--- config.mk ---
export PLATFORM = sky130hd
export DESIGN_NAME = seven_seg_display_arbiter
export DESIGN_NICKNAME = d
export VERILOG_FILES = /design/src/rtl/seven_seg_display_arbiter.sv
export SDC_FILE = /design/constraint.sdc
export NUM_CORES = 1
export LEC_CHECK = 0
export ABC_AREA = 1
export BUFFER_PORTS_ARGS = -buffer_cell sky130_fd_sc_hd__buf_2
export CAP_MARGIN = 20
export CELL_PAD_IN_SITES_DETAIL_PLACEMENT = 0
export CELL_PAD_IN_SITES_GLOBAL_PLACEMENT = 1
export CORE_ASPECT_RATIO = 0.8
export CORE_MARGIN = 1.5
export CORE_UTILIZATION = 41
export DETAILED_ROUTE_END_ITERATION = 10
export PLACE_DENSITY = 0.88
export SETUP_SLACK_MARGIN = 0.3
export SYNTH_ARGS = -nofsm -noshare
export SYNTH_HDL_FRONTEND = slang
export SYNTH_SLANG_ARGS = --single-unit
export TNS_END_PERCENT = 50
--- constraint.sdc ---
create_clock -name i_CLK -period 2.5 [get_ports i_CLK]
set_input_delay 0.25 -clock i_CLK [delete_from_list [all_inputs] [get_ports i_CLK]]
set_output_delay 0.25 -clock i_CLK [all_outputs]
set_load 0.02 [all_outputs]
--- src/rtl/seven_seg_display_arbiter.sv ---
// Round-robin arbiter sharing one seven-segment display among several
// producers, with a minimum dwell per grant and a valid/ready frame output.
module seven_seg_display_arbiter #(
    parameter int NUM_REQ     = 4,
    parameter int HOLD_CYCLES = 50_000_000,
    parameter int CNT_W       = 26
) (
    input  logic                  i_CLK,
    input  logic                  i_RST_n,
    input  logic [NUM_REQ-1:0]    i_Req,
    input  logic [13*NUM_REQ-1:0] i_Data,
    input  logic                  i_Freeze,
    input  logic                  i_Disp_Ready,
    output logic [12:0]           o_Disp_Data,
    output logic                  o_Disp_Valid,
    output logic [NUM_REQ-1:0]    o_Grant,
    output logic                  o_Busy
);

    localparam int IDX_W = (NUM_REQ > 1) ? $clog2(NUM_REQ) : 1;
    localparam logic [CNT_W-1:0] RELOAD = CNT_W'(HOLD_CYCLES - 1);

    typedef enum logic [1:0] {
        IDLE,
        LOAD,
        DWELL
    } state_t;

    state_t             state_q, state_d;
    logic [NUM_REQ-1:0] grant_q, grant_d;
    logic [IDX_W-1:0]   gidx_q, gidx_d;
    logic [IDX_W-1:0]   rr_q, rr_d;
    logic [12:0]        data_q, data_d;
    logic               valid_q, valid_d;
    logic               busy_q, busy_d;
    logic [CNT_W-1:0]   cnt_q, cnt_d;
    // keep_q: the dwell counter is live across LOAD (refresh frame)
    logic               keep_q, keep_d;

    function automatic logic [IDX_W-1:0] pick(
        input logic [NUM_REQ-1:0] req,
        input logic [IDX_W-1:0]   start
    );
        logic [IDX_W-1:0] r;
        logic             found;
        int               k;
        r     = '0;
        found = 1'b0;
        for (int i = 0; i < NUM_REQ; i++) begin
            k = (int'(start) + i) % NUM_REQ;
            if (!found && req[k]) begin
                r     = IDX_W'(k);
                found = 1'b1;
            end
        end
        return r;
    endfunction

    function automatic logic [IDX_W-1:0] nxt(input logic [IDX_W-1:0] k);
        if (int'(k) >= NUM_REQ - 1) begin
            return '0;
        end
        return k + 1'b1;
    endfunction

    function automatic logic [NUM_REQ-1:0] onehot(input logic [IDX_W-1:0] k);
        return {{(NUM_REQ-1){1'b0}}, 1'b1} << k;
    endfunction

    function automatic logic [12:0] data_of(
        input logic [13*NUM_REQ-1:0] d,
        input logic [IDX_W-1:0]      k
    );
        return d[13*int'(k) +: 13];
    endfunction

    logic [NUM_REQ-1:0] others;
    logic               any_other;
    logic               cur_req;
    logic [12:0]        cur_data;
    logic [IDX_W-1:0]   idle_pick;
    logic [IDX_W-1:0]   next_pick;
    logic               cnt_zero;
    logic [CNT_W-1:0]   cnt_dec;

    assign others    = i_Req & ~grant_q;
    assign any_other = |others;
    assign cur_req   = |(i_Req & grant_q);
    assign cur_data  = data_of(i_Data, gidx_q);
    assign idle_pick = pick(i_Req, rr_q);
    assign next_pick = pick(others, nxt(gidx_q));
    assign cnt_zero  = (cnt_q == '0);
    assign cnt_dec   = (i_Freeze || cnt_zero) ? cnt_q : cnt_q - 1'b1;

    // Next-state and registered-output logic for IDLE / LOAD / DWELL
    always_comb begin
        state_d = state_q;
        grant_d = grant_q;
        gidx_d  = gidx_q;
        rr_d    = rr_q;
        data_d  = data_q;
        valid_d = valid_q;
        cnt_d   = cnt_q;
        keep_d  = keep_q;
        unique case (state_q)
            IDLE: begin
                if (|i_Req) begin
                    gidx_d  = idle_pick;
                    grant_d = onehot(idle_pick);
                    data_d  = data_of(i_Data, idle_pick);
                    valid_d = 1'b1;
                    keep_d  = 1'b0;
                    state_d = LOAD;
                end
            end
            LOAD: begin
                if (keep_q) begin
                    cnt_d = cnt_dec;
                end
                if (i_Disp_Ready) begin
                    valid_d = 1'b0;
                    state_d = DWELL;
                    if (!keep_q) begin
                        cnt_d = RELOAD;
                    end
                end
            end
            DWELL: begin
                if (cnt_zero || !cur_req) begin
                    rr_d = nxt(gidx_q);
                    if (any_other) begin
                        gidx_d  = next_pick;
                        grant_d = onehot(next_pick);
                        data_d  = data_of(i_Data, next_pick);
                        valid_d = 1'b1;
                        keep_d  = 1'b0;
                        state_d = LOAD;
                    end else if (cur_req) begin
                        cnt_d = RELOAD;
                        if (cur_data != data_q) begin
                            data_d  = cur_data;
                            valid_d = 1'b1;
                            keep_d  = 1'b1;
                            state_d = LOAD;
                        end
                    end else begin
                        grant_d = '0;
                        state_d = IDLE;
                    end
                end else begin
                    cnt_d = cnt_dec;
                    if (cur_data != data_q) begin
                        data_d  = cur_data;
                        valid_d = 1'b1;
                        keep_d  = 1'b1;
                        state_d = LOAD;
                    end
                end
            end
            default: begin
                state_d = IDLE;
            end
        endcase
        busy_d = (state_d != IDLE);
    end

    // State and output registers, cleared asynchronously
    always_ff @(posedge i_CLK or negedge i_RST_n) begin
        if (!i_RST_n) begin
            state_q <= IDLE;
            grant_q <= '0;
            gidx_q  <= '0;
            rr_q    <= '0;
            data_q  <= '0;
            valid_q <= 1'b0;
            busy_q  <= 1'b0;
            cnt_q   <= '0;
            keep_q  <= 1'b0;
        end else begin
            state_q <= state_d;
            grant_q <= grant_d;
            gidx_q  <= gidx_d;
            rr_q    <= rr_d;
            data_q  <= data_d;
            valid_q <= valid_d;
            busy_q  <= busy_d;
            cnt_q   <= cnt_d;
            keep_q  <= keep_d;
        end
    end

    assign o_Disp_Data  = data_q;
    assign o_Disp_Valid = valid_q;
    assign o_Grant      = grant_q;
    assign o_Busy       = busy_q;

endmodule
==> reports/qor.txt, run 1 <==
Vias - 8040
Final Non-Filler Cells - 1445
Netlist cell types - 48
Final period utilization - 93.0%
Placed Area - 7040 um2
Drc violations - 0
CTS tree - built
R2r endpoint - o_Disp_Data[5]
Max frequency - 0.430 GHz
Port-buffer cells - 78
Post-DP HPWL - 15.8 mm
FF-to-FF setup slack - 0.17 ns
Hold Path Stages - 5
Clock Skew - 0.00811 ns
Placed Cells - 1392
Clk Latency, worst-skew pair - 0.32 ns
WL per Instance - 16.7 um
Global-route wire length before repair - 37.8 mm
Critical Path Source - gidx_q[0]
Initial Util - 42.1%
Layout net count - 1297
Mapped Cells - 1114
Ports - 79
Worst-case clock buffer depth - 2
Place WS - -0.0494 ns
H-tree levels - 2
DIE HEIGHT - 114 um
Crit path required time - 2.75 ns
Mapped cell area - 6340 um2
Area share of the leading cell type in the synthesized netlist - 22.7%
Die area - 16200 um2
Synth warn - 0
Max-slew headroom - 56.2%
Setup_tns - 0 ns
Largest net degree at the start of global routing - 31
Final Max Slew Viols - 0
Worst Setup End Kind - register
Row cnt - 40
FF+latch count, synth - 52
Overall global routing resource usage - 29.4%
Syn_area_per_cell - 5.69 um2
CP startpoint kind - register
Clock tree root driver cell - clkbuf_16
Setup WS post-layout - 0.175 ns
Largest cells by area after synthesis - nand2_1, dfrtp_1, nand3_1
DR vias/cell - 5.56
Clk slew on worst S/H paths - 0.08 ns
Cells on worst reg2reg path - 17
Most frequent CP cell - nand2_1
CTS sink count - 52
Total wire length - 24.1 mm
Antenna Cells - 0
Core Box Area - 15100 um2
Worst-Margin Slew - 0.657 ns
Critical path class - register to register
Status - finished clean
Total congestion overflow - 0
CP max-delay cell - dfrtp_2
Syn_nets - 1177
Cell Chain, Critical Path - ha_4 -> nor2_4 -> nand2_1 -> nand2_2 -> nor2_1 -> a21oi_1 -> nand2_2 -> nand2_4 -> nand2_8 -> nor2_4 -> buf_6 -> nand2_1 -> nand2_1 -> nor2_1 -> nand2_1 -> nand2_1 -> a21oi_2
Tmin final - 2.33 ns
RSZ-0062 raised after global routing - true
Final instance area - 8220 um2
Largest delay contributor family on the critical path - simple AND/OR/NAND/NOR gates
Worst path bufs/invs - 1
Slowest cell delay on critical path - 0.45 ns
Crit path DAT - 2.57 ns
Starting DRT DRC Count - 994
GP Congestion - 0.974
Antenna-violating nets left - 0
Vias in the first global route - 7292
Worst Hold Class - input port to register
Startpoint of the worst-slack reg-to-reg timing path - gidx_q[0]
Area leader, netlist - nand2_1
Die W - 142 um
Register area share after synthesis - 20.5%
Final Hold Fails - 0
Initial antenna violation count - 0
Crit path to - o_Disp_Data[5]
Layout cells sized above 1 - 25.7%
WP depth - 17
Maxcap violations - 0
Synthesis-to-layout area growth - 29.6%
Crit-path max FO - 6
Final setup viols - 0
Num CTS Buffers - 5
1st-pass router iterations - 6
## flip-flops by register name, summed over array words and instances, names as in the netlist
signal        count
o_Grant           4
cnt_q            26
rr_q              2
o_Busy            1
gidx_q            2
o_Disp_Valid      1
o_Disp_Data      13
keep_q            1
state_q           2
## metrics by stage
| stage | hold WS (ns) | util (%) |
|---|---|---|
| 6_report | 0.346 | 54.6 |
| 5_1_grt | 0.393 | 54.6 |
| 2_1_floorplan | -0.0456 | - |
| 3_3_place_gp | 0.308 | 46.7 |
| 3_5_place_dp | 0.311 | 46.7 |
| 4_1_cts | 0.332 | 50.5 |
## repair_timing
item | 4_1_cts | 5_1_grt
pin swaps | 13 | 53
hold endpoints to repair | 22 | 0
setup buffers | 18 | 16
gates resized for setup | 38 | 131
setup endpoints to repair | 44 | 50
hold buffers | 1 | 0
cloned | 6 | 4
## Yosys cell counts, drive strengths merged
library cell,count
nand2,404
nand3,182
inv,110
nor2,100
o21ai,76
dfrtp,52
a21oi,49
buf,40
nor3,15
xor2,15
clkbuf,14
o211ai,10
nand3b,7
nand4,5
o22ai,5
o41ai,5
a21o,4
o31ai,4
a31oi,3
ha,3
xnor2,2
a22o,1
a22oi,1
a32oi,1
and2,1
clkinv,1
nor4,1
o21a,1
o221ai,1
or2,1
## cells by family after synthesis
logic type	synth area share, %
AND/OR/NAND/NOR	49.4
XOR/XNOR	2.35
flip-flops	20.5
AO/OA/AOI/OAI	14.7
adder cells (fa/ha/maj)	0.592
buffers and inverters	12.5
## layout by cell type, fill, tap and decap left out, types with 10 or more instances in the layout
cell,instances
nand2_1,363
a21oi_1,40
nor2_1,75
xor2_1,14
nor2_2,13
buf_2,79
nor2_4,13
buf_4,50
buf_12,10
o21ai_1,29
nand3_1,162
nand2_2,30
nor3_1,12
nand3_2,18
inv_1,93
dfrtp_1,38
inv_2,10
dfrtp_2,14
buf_6,13
o21ai_0,38
## routing by layer
layer  track usage, %  vias up  part of all wire, %
met4             10.7        0                  3.0
met2             42.8      480                   42
met1             43.5     3617                   45
met5                0        -                    0
met3             4.85       62                   10
li1                 -     3881                    -
## how the worst min path moves through the flow
stage	start	to	slack, ns
final	i_Data[38]	o_Disp_Data[12]	0.35
after global routing	i_Data[35]	o_Disp_Data[9]	0.39
after CTS	i_Data[38]	o_Disp_Data[12]	0.33
after detailed placement	i_RST_n	cnt_q[22]	0.31
after global placement	i_RST_n	cnt_q[22]	0.31
after floorplan	i_RST_n	cnt_q[0]	-0.05
## cell type report
class / count / area, um2
Timing Repair Buffer: 163 / 1340
Sequential cell: 52 / 1320
Tap cell: 210 / 263
Timing Repair inverter: 2 / 21.3
Clock buffer: 6 / 139
Inverter: 111 / 447
Multi-Input combinational cell: 899 / 4660
Clock inverter: 2 / 38.8
Fill cell: 1503 / 6850
## worst min-delay path, delay by kind of cell
| kind | cells | cell delay (ns) |
|---|---|---|
| buffers and inverters | 1 | 0.11 |
| AOI/OAI and AO/OA | 1 | 0.04 |
| and+or+nand+nor | 3 | 0.21 |
Power of run 1 is not shown: default switching activity piles up to over one toggle a cycle in this logic, so the estimate is an artifact.
==> run 2, diff against run 1 <==
Settings changed: ABC_CLOCK_PERIOD_IN_PS set to 2500, PLACE_DENSITY 0.88 to unset, PLACE_DENSITY_LB_ADDON set to 0.1.
==> run 2 against run 1 <==
Net effect: non-clock buffer count is 6 lower; clock-buffer cell count stayed put; critical path type unchanged; sequential cell count stayed put; core utilization is 1.4 points lower; worst setup slack worse by 0.033 ns; cell count is 0.48% lower; routed wire length is 2.8% higher; highest routed layer unchanged; global-route usage is 1.1 points higher; the run now ends with negative hold slack left; clock skew is 0.0025 ns higher; worst hold slack worse by 0.35 ns; critical path depth is 1 lower; sequential share of layout area is 0.27 points higher.
==> reports/qor.txt, run 2 (synthesized netlist as in run 1, its figures left out) <==
Status - finished with violations
Violated checks - negative hold slack
Hold Slack - -0.00819 ns
Final setup viols - 0
Max frequency - 0.424 GHz
Final instance area - 8010 um2
GP Congestion - 0.982
Num CTS Buffers - 5
Layout cells sized above 1 - 24.2%
Synthesis-to-layout area growth - 26.3%
Clock Skew - 0.0106 ns
Row cnt - 40
Port-buffer cells - 78
Clock tree root driver cell - clkbuf_16
Die W - 142 um
Worst Hold Class - input port to async pin
Placed Area - 7040 um2
DIE HEIGHT - 114 um
Final Non-Filler Cells - 1438
Layout net count - 1290
Tmin final - 2.36 ns
Max-slew headroom - 50.5%
Critical path class - register to register
Starting DRT DRC Count - 865
Initial Util - 42.1%
H-tree levels - 2
Post-DP HPWL - 16.7 mm
DR vias/cell - 5.42
Antenna Cells - 0
Global-route wire length before repair - 38.3 mm
Crit path DAT - 2.60 ns
Placed Cells - 1397
Clk slew on worst S/H paths - 0.08 ns
Final period utilization - 94.3%
Ports - 79
Crit path required time - 2.74 ns
Maxcap violations - 0
Final Hold Fails - 4
Initial antenna violation count - 0
CTS sink count - 52
FF-to-FF setup slack - 0.14 ns
Worst Setup End Kind - register
Drc violations - 0
Vias - 7801
Vias in the first global route - 6798
Final Max Slew Viols - 0
Antenna-violating nets left - 0
Setup WS post-layout - 0.141 ns
Crit-path max FO - 16
Worst-case clock buffer depth - 2
Total congestion overflow - 0
Max FFs per register - 26
CTS tree - built
Overall global routing resource usage - 30.5%
Clk Latency, worst-skew pair - 0.31 ns
Largest reg by FF count - cnt_q
Commonest non-fill, non-tap cell in the layout - nand2_1
Most frequent cells in the layout - nand2_1, nand3_1, inv_1, buf_2, nor2_1
WL per Instance - 17.2 um
Worst-Margin Slew - 0.742 ns
Place WS - -0.00192 ns
RSZ-0062 raised after global routing - true
Die area - 16200 um2
Largest net degree at the start of global routing - 37
Total wire length - 24.8 mm
1st-pass router iterations - 5
CP startpoint kind - register
Core Box Area - 15100 um2
## run 2: cell count changes in the layout (fill, tap and decap cells not counted), sizes merged
cell	change
buf	-3
clkbuf	-2
clkinv	-1
clkinvlp	-2
dlygate4sd3	-1
inv	+3
nand2	-1
## run 2: layer usage
layer | routed length, um | share of wire, % | vias to the layer above | track usage (%)
met5 | 0 | 0 | - | 0
met4 | 259 | 1.0 | 0 | 6.25
met3 | 2410 | 9.7 | 24 | 3.76
met2 | 10100 | 41 | 383 | 44.3
met1 | 12000 | 48 | 3536 | 47.7
li1 | - | - | 3858 | -
## run 2: path summary, 6_finish.rpt
path / start / end / cells after the start
min in group i_CLK: i_Data[36] / o_Disp_Data[10] / 5
max: gidx_q[0] / o_Disp_Data[4] / 16
min reg2reg: cnt_q[24] / cnt_q[24] / 2
min: i_RST_n / o_Disp_Data[12] / 1
max in group asynchronous: i_RST_n / gidx_q[0] / 2
max reg2reg: gidx_q[0] / o_Disp_Data[4] / 16
## run 2: repair_timing
| item | 4_1_cts | 5_1_grt |
|---|---|---|
| gates cloned | 5 | 0 |
| setup endpoints to repair | 45 | 49 |
| pin swaps | 20 | 41 |
| hold buffers | 0 | 0 |
| gates resized for setup | 47 | 78 |
| buffers inserted | 19 | 9 |
## run 2: critical path, stage by stage (launching register included)
cell     delay [ns]
dfrtp_2        0.46
ha_4           0.21
nor2_4         0.16
nand2_1        0.10
nand3_1        0.11
nand2_1        0.09
nor2_4         0.12
nand2_2        0.08
buf_4          0.14
a21oi_4        0.16
buf_12         0.16
nand3_1        0.07
nand2_1        0.06
inv_1          0.04
nand3_1        0.10
nand2_1        0.08
a21oi_1        0.13
## run 2: layout make-up
class / count / area (um2)
Inverter: 111 / 452
Multi-Input combinational cell: 898 / 4580
Clock buffer: 6 / 139
Clock inverter: 2 / 38.8
Timing Repair Buffer: 157 / 1190
Fill cell: 1613 / 7060
Tap cell: 210 / 263
Timing Repair inverter: 2 / 28.8
Sequential cell: 52 / 1310
## run 2: stage by stage
stage / TNS, ns / utilization (%)
6_report: 0 / 53.1
5_1_grt: -0.00453 / 53.1
3_5_place_dp: -0.00192 / 46.7
3_3_place_gp: 0 / 46.7
2_1_floorplan: 0 / -
4_1_cts: 0 / 51.0
Power of run 2 is left out for the same reason.
==> run 3, diff against run 2 <==
Settings changed: CELL_PAD_IN_SITES_DETAIL_PLACEMENT 0 to 1, CELL_PAD_IN_SITES_GLOBAL_PLACEMENT 1 to 2, CORE_UTILIZATION 41 to 31.
==> run 3 against run 2 <==
Net effect: the run now ends clean; die area grew 31%; cell count grew 5.4%; routed wire length grew 19%; clock-buffer cell count decreased by 1; worst setup slack got worse by 0.065 ns; sequential cell count unchanged; critical path depth fell by 1; non-clock buffer count rose by 24; first-iteration DRC count decreased by 35%; global-route usage shrank 3.3 points; core utilization is 10 points lower; worst hold slack better by 0.34 ns; highest routed layer unchanged.
==> reports/qor.txt, run 3 (synthesized netlist as in run 1, its figures left out) <==
Max FFs per register - 26
Layout cells sized above 1 - 27.6%
Post-Route Utilization - 42.9%
Clock tree root driver cell - clkbuf_16
Synthesis-to-layout area growth - 34.7%
Worst-case clock buffer depth - 2
Worst Setup End Kind - register
CP startpoint kind - register
Die W - 163 um
Ports - 79
DR vias/cell - 5.37
Place WS - -0.0443 ns
Row cnt - 46
Vias in the first global route - 7820
Crit path DAT - 2.62 ns
Max frequency - 0.413 GHz
CTS tree - built
H-tree levels - 2
Port-buffer cells - 78
GP Congestion - 0.873
Clk slew on worst S/H paths - 0.08 ns
WL per Instance - 19.5 um
Final period utilization - 96.9%
Post-DP HPWL - 20.5 mm
Slowest cell delay on critical path - 0.49 ns
Initial antenna violation count - 1
Total congestion overflow - 0
RSZ-0062 raised after global routing - true
Setup WS post-layout - 0.0766 ns
Placed Area - 7340 um2
Worst-Margin Slew - 0.598 ns
Layout net count - 1312
Commonest non-fill, non-tap cell in the layout - nand2_1
Startpoint of the worst-slack reg-to-reg timing path - gidx_q[0]
CP max-delay cell - dfrtp_2
Clock Skew - 0.00793 ns
Setup_tns - 0 ns
Starting DRT DRC Count - 563
Multi-input gate area - 4740 um2
Crit path required time - 2.69 ns
Max-slew headroom - 60.1%
Most frequent cells in the layout - nand2_1, nand3_1, inv_1, buf_2, nor2_1
Cell Chain, Critical Path - ha_4 -> buf_4 -> buf_4 -> nand3_2 -> nand2_2 -> nor2_4 -> nand3b_1 -> nand2_4 -> nor2_4 -> buf_12 -> buf_16 -> nand2_1 -> nand2_1 -> o21ai_1 -> a21oi_1
Tmin final - 2.42 ns
Global-route wire length before repair - 44.4 mm
1st-pass router iterations - 5
Antenna-violating nets left - 0
Worst Hold Class - input port to async pin
DIE HEIGHT - 131 um
Total wire length - 29.5 mm
FF-to-FF setup slack - 0.08 ns
Overall global routing resource usage - 27.2%
Die area - 21300 um2
Register Area - 1310 um2
Cells on worst reg2reg path - 15
Fillers - 2709
Core Box Area - 19900 um2
Status - finished clean
Crit-path max FO - 6
Drc violations - 0
Largest net degree at the start of global routing - 41
Final instance area - 8540 um2
Initial Util - 31.8%
Final Max Slew Viols - 0
Largest reg by FF count - cnt_q
Vias - 8129
Final Hold Fails - 0
Num CTS Buffers - 5
Critical path class - register to register
Final setup viols - 0
R2r endpoint - o_Disp_Data[8]
CTS sink count - 52
Clk Latency, worst-skew pair - 0.31 ns
Maxcap violations - 0
run 3: how the worst max path moves through the flow:
| stage | startpoint | end | cells after the start |
|---|---|---|---|
| 6_report | gidx_q[0] | o_Disp_Data[8] | 15 |
| 5_1_grt | gidx_q[0] | o_Disp_Data[2] | 19 |
| 4_1_cts | gidx_q[0] | o_Disp_Data[9] | 17 |
| 3_5_place_dp | gidx_q[0] | o_Disp_Data[5] | 17 |
| 3_3_place_gp | gidx_q[0] | o_Disp_Data[9] | 15 |
| 2_1_floorplan | gidx_q[1] | o_Disp_Data[0] | 16 |
run 3: layout make-up:
type	instances	share of cell area, %
clock inverters	3	0.498
clock buffers	5	1.47
diodes	1	0.0293
repair buffers	181	17.7
flip-flops and latches	52	15.4
multi-input cells	897	55.6
repair inverters	1	0.132
inverters	111	5.35
well taps	264	3.87
run 3: worst max-delay path, delay by kind of cell, from the launching register on:
| kind | cells | cell delay, ns |
|---|---|---|
| AO/OA/AOI/OAI | 2 | 0.20 |
| adder cells (fa/ha/maj) | 1 | 0.29 |
| AND/OR/NAND/NOR | 8 | 0.77 |
| flip-flops | 1 | 0.49 |
| buffers and inverters | 4 | 0.55 |
run 3: stage by stage:
step	cells	hold WS, ns
after CTS	1498	0.336
after floorplan	1114	-0.0456
final	1515	0.335
after detailed placement	1470	0.141
after global placement	1470	0.140
after global routing	1514	0.360
run 3: layer usage:
metal  part of all wire (%)  up-vias  global-route usage, %
met5                      0        -                      0
met2                     41      212                   40.6
met1                     53     4001                   42.1
met3                    5.1       21                   3.54
met4                   0.74        0                   3.51
li1                       -     3895                      -
run 3: what timing repair did:
item                       4_1_cts  5_1_grt
gates resized for setup         66      123
gates cloned                     2        5
pin swaps                       17       37
setup endpoints to repair       47       48
hold endpoints to repair         7        0
buffers inserted                17       11
hold buffers                     1        0
Power of run 3 is left out for the same reason.
